**src/rtl/freq_m_pkg.sv**
```systemverilog
// Shared types, limits and the scale/saturate helper for the multi-channel frequency meter.
package freq_m_pkg;

  typedef enum logic [1:0] {IDLE, ARM, GATE} state_t;

  localparam int unsigned MIN_GATE  = 2;
  localparam int unsigned DEF_N_CH  = 4;
  localparam int unsigned DEF_CNT_W = 32;
  localparam int unsigned MAX_W     = 64;

  typedef struct packed {
    logic             sat;
    logic [MAX_W-1:0] value;
  } shl_res_t;

  // Left shift that clamps to all-ones in the low 'width' bits when any bit spills out.
  function automatic shl_res_t sat_shl(input logic [MAX_W-1:0] count,
                                       input logic [4:0]       shamt,
                                       input int unsigned      width);
    logic [MAX_W+31:0] ext;
    shl_res_t          r;
    ext     = {32'd0, count} << shamt;
    r.sat   = |(ext >> width);
    r.value = r.sat ? ({MAX_W{1'b1}} >> (MAX_W - width)) : ext[MAX_W-1:0];
    return r;
  endfunction

endpackage

```
**src/rtl/freq_m_chan.sv**
```systemverilog
// One measured channel: synchronizer, rising-edge detect, saturating counter,
// and the scaled result / overflow registers loaded at the end of each window.
module freq_m_chan
  import freq_m_pkg::*;
#(
  parameter int unsigned CNT_W       = DEF_CNT_W,
  parameter int unsigned SYNC_STAGES = 2
) (
  input  logic             clk_base,
  input  logic             rst,
  input  logic             sig,
  input  logic             clr,
  input  logic             cnt_en,
  input  logic             latch,
  input  logic [4:0]       shamt,
  output logic [CNT_W-1:0] result,
  output logic             ovf
);

  localparam int unsigned SPILL_W = MAX_W - CNT_W;

  logic [SYNC_STAGES-1:0] sync;
  logic                   prev;
  logic                   edge_det;
  logic [CNT_W-1:0]       count;
  logic [CNT_W-1:0]       count_nxt;
  shl_res_t               scaled;
  logic [SPILL_W-1:0]     spill;
  logic [CNT_W-1:0]       scaled_lo;

  assign edge_det = sync[SYNC_STAGES-1] & ~prev;

  // The result is taken from count_nxt so an edge in the final gate cycle is included.
  always_comb begin
    count_nxt = count;
    if (edge_det && (count != '1)) count_nxt = count + CNT_W'(1);
    scaled = sat_shl(MAX_W'(count_nxt), shamt, CNT_W);
  end

  assign {spill, scaled_lo} = scaled.value;

  always_ff @(posedge clk_base or posedge rst) begin
    if (rst) begin
      sync   <= '0;
      prev   <= 1'b0;
      count  <= '0;
      result <= '0;
      ovf    <= 1'b0;
    end else begin
      sync <= {sync[SYNC_STAGES-2:0], sig};
      prev <= sync[SYNC_STAGES-1];
      if (clr)         count <= '0;
      else if (cnt_en) count <= count_nxt;
      if (latch) begin
        result <= scaled_lo;
        ovf    <= scaled.sat | (|spill) | (count_nxt == '1);
      end
    end
  end

endmodule

```
**src/rtl/freq_m_multi.sv**
```systemverilog
// Multi-channel frequency meter: shared gate-window FSM driving N_CH channel counters,
// publishing all results together with a one-cycle freq_valid strobe.
module freq_m_multi
  import freq_m_pkg::*;
#(
  parameter int unsigned N_CH        = DEF_N_CH,
  parameter int unsigned CNT_W       = DEF_CNT_W,
  parameter int unsigned SYNC_STAGES = 2
) (
  input  logic                  clk_base,
  input  logic                  rst,
  input  logic [N_CH-1:0]       sig_in,
  input  logic [31:0]           freq_base,
  input  logic [4:0]            time_del,
  input  logic                  meas_en,
  output logic [N_CH*CNT_W-1:0] freq_mem,
  output logic                  freq_valid,
  output logic [N_CH-1:0]       ovf,
  output logic                  busy
);

  state_t      state;
  logic [31:0] gate_raw;
  logic [31:0] gate_len;
  logic [31:0] gate_cnt;
  logic [4:0]  shamt;
  logic        clr;
  logic        cnt_en;
  logic        last_gate;
  logic        latch;

  assign gate_raw  = freq_base >> time_del;
  assign clr       = (state == ARM);
  assign cnt_en    = (state == GATE);
  assign last_gate = (gate_cnt == gate_len - 32'd1);
  // An abort on the final gate cycle wins: nothing is published.
  assign latch     = cnt_en & meas_en & last_gate;

  always_ff @(posedge clk_base or posedge rst) begin
    if (rst) begin
      state      <= IDLE;
      gate_len   <= 32'(MIN_GATE);
      gate_cnt   <= '0;
      shamt      <= '0;
      freq_valid <= 1'b0;
      busy       <= 1'b0;
    end else begin
      freq_valid <= 1'b0;
      unique case (state)
        IDLE: begin
          if (meas_en) state <= ARM;
        end
        ARM: begin
          gate_len <= (gate_raw < MIN_GATE) ? 32'(MIN_GATE) : gate_raw;
          shamt    <= time_del;
          gate_cnt <= '0;
          busy     <= 1'b1;
          state    <= GATE;
        end
        GATE: begin
          if (!meas_en) begin
            busy  <= 1'b0;
            state <= IDLE;
          end else if (last_gate) begin
            busy       <= 1'b0;
            freq_valid <= 1'b1;
            state      <= ARM;
          end else begin
            gate_cnt <= gate_cnt + 32'd1;
          end
        end
        default: state <= IDLE;
      endcase
    end
  end

  for (genvar k = 0; k < N_CH; k++) begin : g_chan
    freq_m_chan #(
      .CNT_W      (CNT_W),
      .SYNC_STAGES(SYNC_STAGES)
    ) u_chan (
      .clk_base(clk_base),
      .rst     (rst),
      .sig     (sig_in[k]),
      .clr     (clr),
      .cnt_en  (cnt_en),
      .latch   (latch),
      .shamt   (shamt),
      .result  (freq_mem[k*CNT_W +: CNT_W]),
      .ovf     (ovf[k])
    );
  end

endmodule
```
**config.mk**
```make
export PLATFORM = sky130hd
export DESIGN_NAME = freq_m_multi
export DESIGN_NICKNAME = d
export VERILOG_FILES = /design/src/rtl/freq_m_pkg.sv /design/src/rtl/freq_m_chan.sv /design/src/rtl/freq_m_multi.sv
export SDC_FILE = /design/constraint.sdc
export NUM_CORES = 2
export LEC_CHECK = 0
export BUFFER_PORTS_ARGS = -buffer_cell sky130_fd_sc_hd__buf_2
export CAP_MARGIN = 25
export CORE_MARGIN = 4
export CORE_UTILIZATION = 29
export CTS_CLUSTER_SIZE = 30
export DETAILED_ROUTE_END_ITERATION = 10
export SYNTH_ARGS = -nofsm -noshare
export SYNTH_HDL_FRONTEND = slang
export SYNTH_HIERARCHICAL = 1
export SYNTH_SLANG_ARGS = --single-unit
export TNS_END_PERCENT = 1
```
**constraint.sdc**
```tcl
create_clock -name clk_base -period 5.03 [get_ports clk_base]
set_input_delay 0.7545 -clock clk_base [delete_from_list [all_inputs] [get_ports clk_base]]
set_output_delay 0.7545 -clock clk_base [all_outputs]
set_load 0.03 [all_outputs]
```
==> results.py <==
metrics = {
    "die": {
        "die_w_um": 342,
        "rows": 122,
        "pin_count": 178,
        "die_h_um": 342,
        "die-area_um2": 117000,
        "initial_core_util_pct": 29.2,
        "core_area_um2": 111000,
    },
    "timing": {
        "max_freq_mhz": 220,
        "finalCriticalPeriod_ps": 4550,
        "tightest_slew_ps": 1000,
        "slew_violations": 0,
        "clock_skew_ps": 23.2,
        "fin_ws_ps": 478,
        "rsz0062_at_grt": "false",
        "setup_viol": 0,
        "post-route-period-util_pct": 90.5,
        "setup_tns_ps": 0,
        "maxSlewHeadroom_pct": 33.3,
        "hold_violations": 0,
    },
    "synthesis": {
        "ys.flop_type": "dfrtp_1",
        "synth-edff-count": 0,
        "avgSynthCellArea_um2": 8.10,
        "synth-seq-cells": 345,
        "synth_top_cell_by_area": "dfrtp_1",
        "synth_top_area_share_pct": 26.6,
        "async_flop_share_pct": 100,
        "synth_area_leaders": "dfrtp_1 27%, nor2_1 5.5%, mux4_2 5.0%, nand2_1 3.3%, mux2i_1 3.2%",
        "ys_warn_count": 6,
        "synthCells": 3997,
        "ys_seq_area_share_pct": 26.7,
        "ys_types": 109,
        "syn_nets": 4051,
        "netlist_area_um2": 32400,
    },
    "clock_network": {
        "ctsResizeCount": 0,
        "cts_tree": "done",
        "htree_num_levels": 2,
        "clkTransAtPathRegs_ps": 60,
        "cts_buffers": 44,
        "hold_buffers": 0,
        "clkSinkCount": 345,
        "root_buffer": "clkbuf_16",
        "cts_buffer_depth": 3,
        "clkLatencyLatePin_ps": 630,
        "postCtsSetupBuffers": 0,
    },
    "pwr": {
        "p_int_mw": 7.69,
        "power_switching_mw": 7.25,
        "switching_share_pct": 48.5,
        "clockPowerShare_pct": 21.7,
        "p_seq_share_pct": 23.9,
        "max-vdd-ir-drop_uv": 332,
        "power_density_nw_per_um2": 412,
        "combinationalPowerShare_pct": 54.4,
        "leakagePower_nw": 13.9,
    },
    "worst_setup_path": {
        "r2r_start": "gate_len[0]$_DFFE_PP0P_",
        "cp_data_required_time_ps": 5530,
        "r2r.worst_path.cells": 16,
        "reg2reg_setup_slack_ps": 480,
        "endpoint_kind": "register",
        "crit_fanout": 19,
        "crit_type": "register to register",
        "r2r_end": "g_chan[3].u_chan/result[31]$_DFFE_PP0P_",
        "crit_arrival_ps": 5050,
        "worstSetupStartpointType": "register",
    },
    "drt": {
        "drc": 0,
        "drt_pre_antenna_iters": 7,
        "ant_nets": 0,
        "routed_wl_mm": 122,
        "vias": 33656,
        "wl_per_cell_um": 22.0,
        "drt_iter0_markers": 3896,
        "vias_per_cell": 6.07,
    },
    "finish": {
        "drive_gt1_share_pct": 16.7,
        "fill_cells": 11692,
        "mostFrequentLayoutCell": "nor2_1",
        "area_growth_syn_to_layout_pct": 12.1,
        "diodes": 0,
        "multi_input_area_um2": 21900,
        "nets": 4080,
        "layout_common_cells": "470 x nor2_1, 339 x dfrtp_1, 288 x nand2_1",
        "seq_area_um2": 8650,
    },
    "global_route": {
        "antenna_found_initial": 0,
        "grt_usage_pct": 20.1,
        "grt_pass1_vias": 31246,
        "grt_max_degree": 128,
        "grt_overflow": 0,
        "grt_pass1_wl_mm": 190,
    },
    "placement": {
        "gp_congestion": 0.966,
        "dpl_worst_slack_ps": 508,
        "place_hpwl_mm": 91.1,
        "io_buffers": 177,
    },
    "min_path": {
        "min_from": "sig_in[2]",
        "worst_hold_path.num_cells": 1,
        "hold_end": "g_chan[2].u_chan/sync[0]$_DFF_PP0_",
        "hold_path.class": "input pin to register",
    },
    "run_status": {
        "status": "finished, final reports clean",
    },
    "flow_run": {
        "drv_cap": 0,
    },
}
[synth_stat cells (37+ instances only)]
cell and n:
nor2_1 471, dfrtp_1 344, nand2_1 288, clkbuf_1 196
a21oi_1 184, nand3_1 163, a31oi_1 142, o21ai_0 142
nand4_1 134, nor3_1 119, xnor2_1 105, mux2i_1 103
nor4_1 92, xor2_1 89, or3_1 76, and3_1 72
mux4_2 72, mux2_2 65, inv_1 63, a211oi_1 57
buf_2 57, o211ai_1 56, or4_1 56, nand2b_1 51
buf_4 46, o22ai_1 46, or2_2 42, and2_1 39
o21a_1 37
[power groups by stage]
stage / clock (mW) / combinational, mW / sequential [mW]
floorplan: 0 / 6.00 / 3.19
global placement: 0 / 7.95 / 3.60
detailed placement: 0 / 7.94 / 3.61
CTS: 3.36 / 7.97 / 3.56
global route: 3.46 / 8.77 / 3.62
finish: 3.25 / 8.13 / 3.57
[state kept, by name, indices dropped and copies added (netlist names)]
register	flops
busy	1
freq_valid	1
g_chan.u_chan/count	128
g_chan.u_chan/ovf	4
g_chan.u_chan/prev	4
g_chan.u_chan/result	128
g_chan.u_chan/sync	8
gate_cnt	32
gate_len	32
shamt	5
state	2
[worst max-delay path: stages, from the launching register on]
cell       delay, ps
dfrtp_1          440
inv_1             80
ha_1             210
nor3b_4          350
a21boi_1         110
or4_1            500
or4_4            560
a2111oi_4        220
nand4b_2         190
nor2_4           270
and2_1           280
o2111a_1         230
o2111ai_1        140
o31ai_1          290
a31o_4           270
buf_12           180
a21oi_1           90
[worst max-delay path by stage]
stage | startpoint | endpoint | slack (ps) | depth (start not counted)
after floorplan | gate_len[1]$_DFFE_PP1P_ | g_chan[3].u_chan/result[25]$_DFFE_PP0P_ | 790 | 17
after global placement | gate_len[0]$_DFFE_PP0P_ | g_chan[3].u_chan/result[30]$_DFFE_PP0P_ | 550 | 16
after detailed placement | gate_len[0]$_DFFE_PP0P_ | g_chan[3].u_chan/result[31]$_DFFE_PP0P_ | 510 | 16
after CTS | gate_len[0]$_DFFE_PP0P_ | g_chan[3].u_chan/result[31]$_DFFE_PP0P_ | 470 | 16
after global routing | g_chan[1].u_chan/count[7]$_DFFE_PP0P_ | g_chan[1].u_chan/result[2]$_DFFE_PP0P_ | 230 | 11
final | gate_len[0]$_DFFE_PP0P_ | g_chan[3].u_chan/result[31]$_DFFE_PP0P_ | 480 | 16
[through the flow]
| step | instance area, µm² | util [%] | power [mW] | hold WS [ps] | instances |
|---|---|---|---|---|---|
| floorplan | 32400 | - | 9.19 | 331 | 3997 |
| global placement | 34800 | 31.4 | 11.6 | 334 | 5467 |
| detailed placement | 34800 | 31.4 | 11.5 | 336 | 5467 |
| CTS | 36200 | 32.8 | 14.9 | 216 | 5548 |
| global route | 36300 | 32.8 | 15.9 | 227 | 5549 |
| finish | 36300 | 32.8 | 14.9 | 254 | 5549 |
[per-layer routing]
metal  share of wire [%]  routed length (µm)  GRT usage [%]
met1                  44               54300           29.1
met2                  44               53300           30.6
met3                 9.2               11200           3.58
met4                 2.6                3170           5.22
met5                   0                   0              0
[cell families after synthesis]
family / after synthesis / synth area share (%)
AND/OR/NAND/NOR: 1733 / 27.9
AO/OA/AOI/OAI: 1058 / 23.2
buffers and inverters: 414 / 5.95
flip-flops: 345 / 26.7
multiplexers: 240 / 10.5
XOR/XNOR: 197 / 5.40
adder cells (fa/ha/maj): 10 / 0.387
[cell type report]
type	instances	area share, %
multi-input cells	3238	60.3
clock inverters	19	0.542
clock buffers	62	3.50
flip-flops and latches	345	23.9
repair buffers	322	5.91
well taps	1488	5.13
inverters	75	0.780
Note: power is estimated with default switching activity, not from simulation.
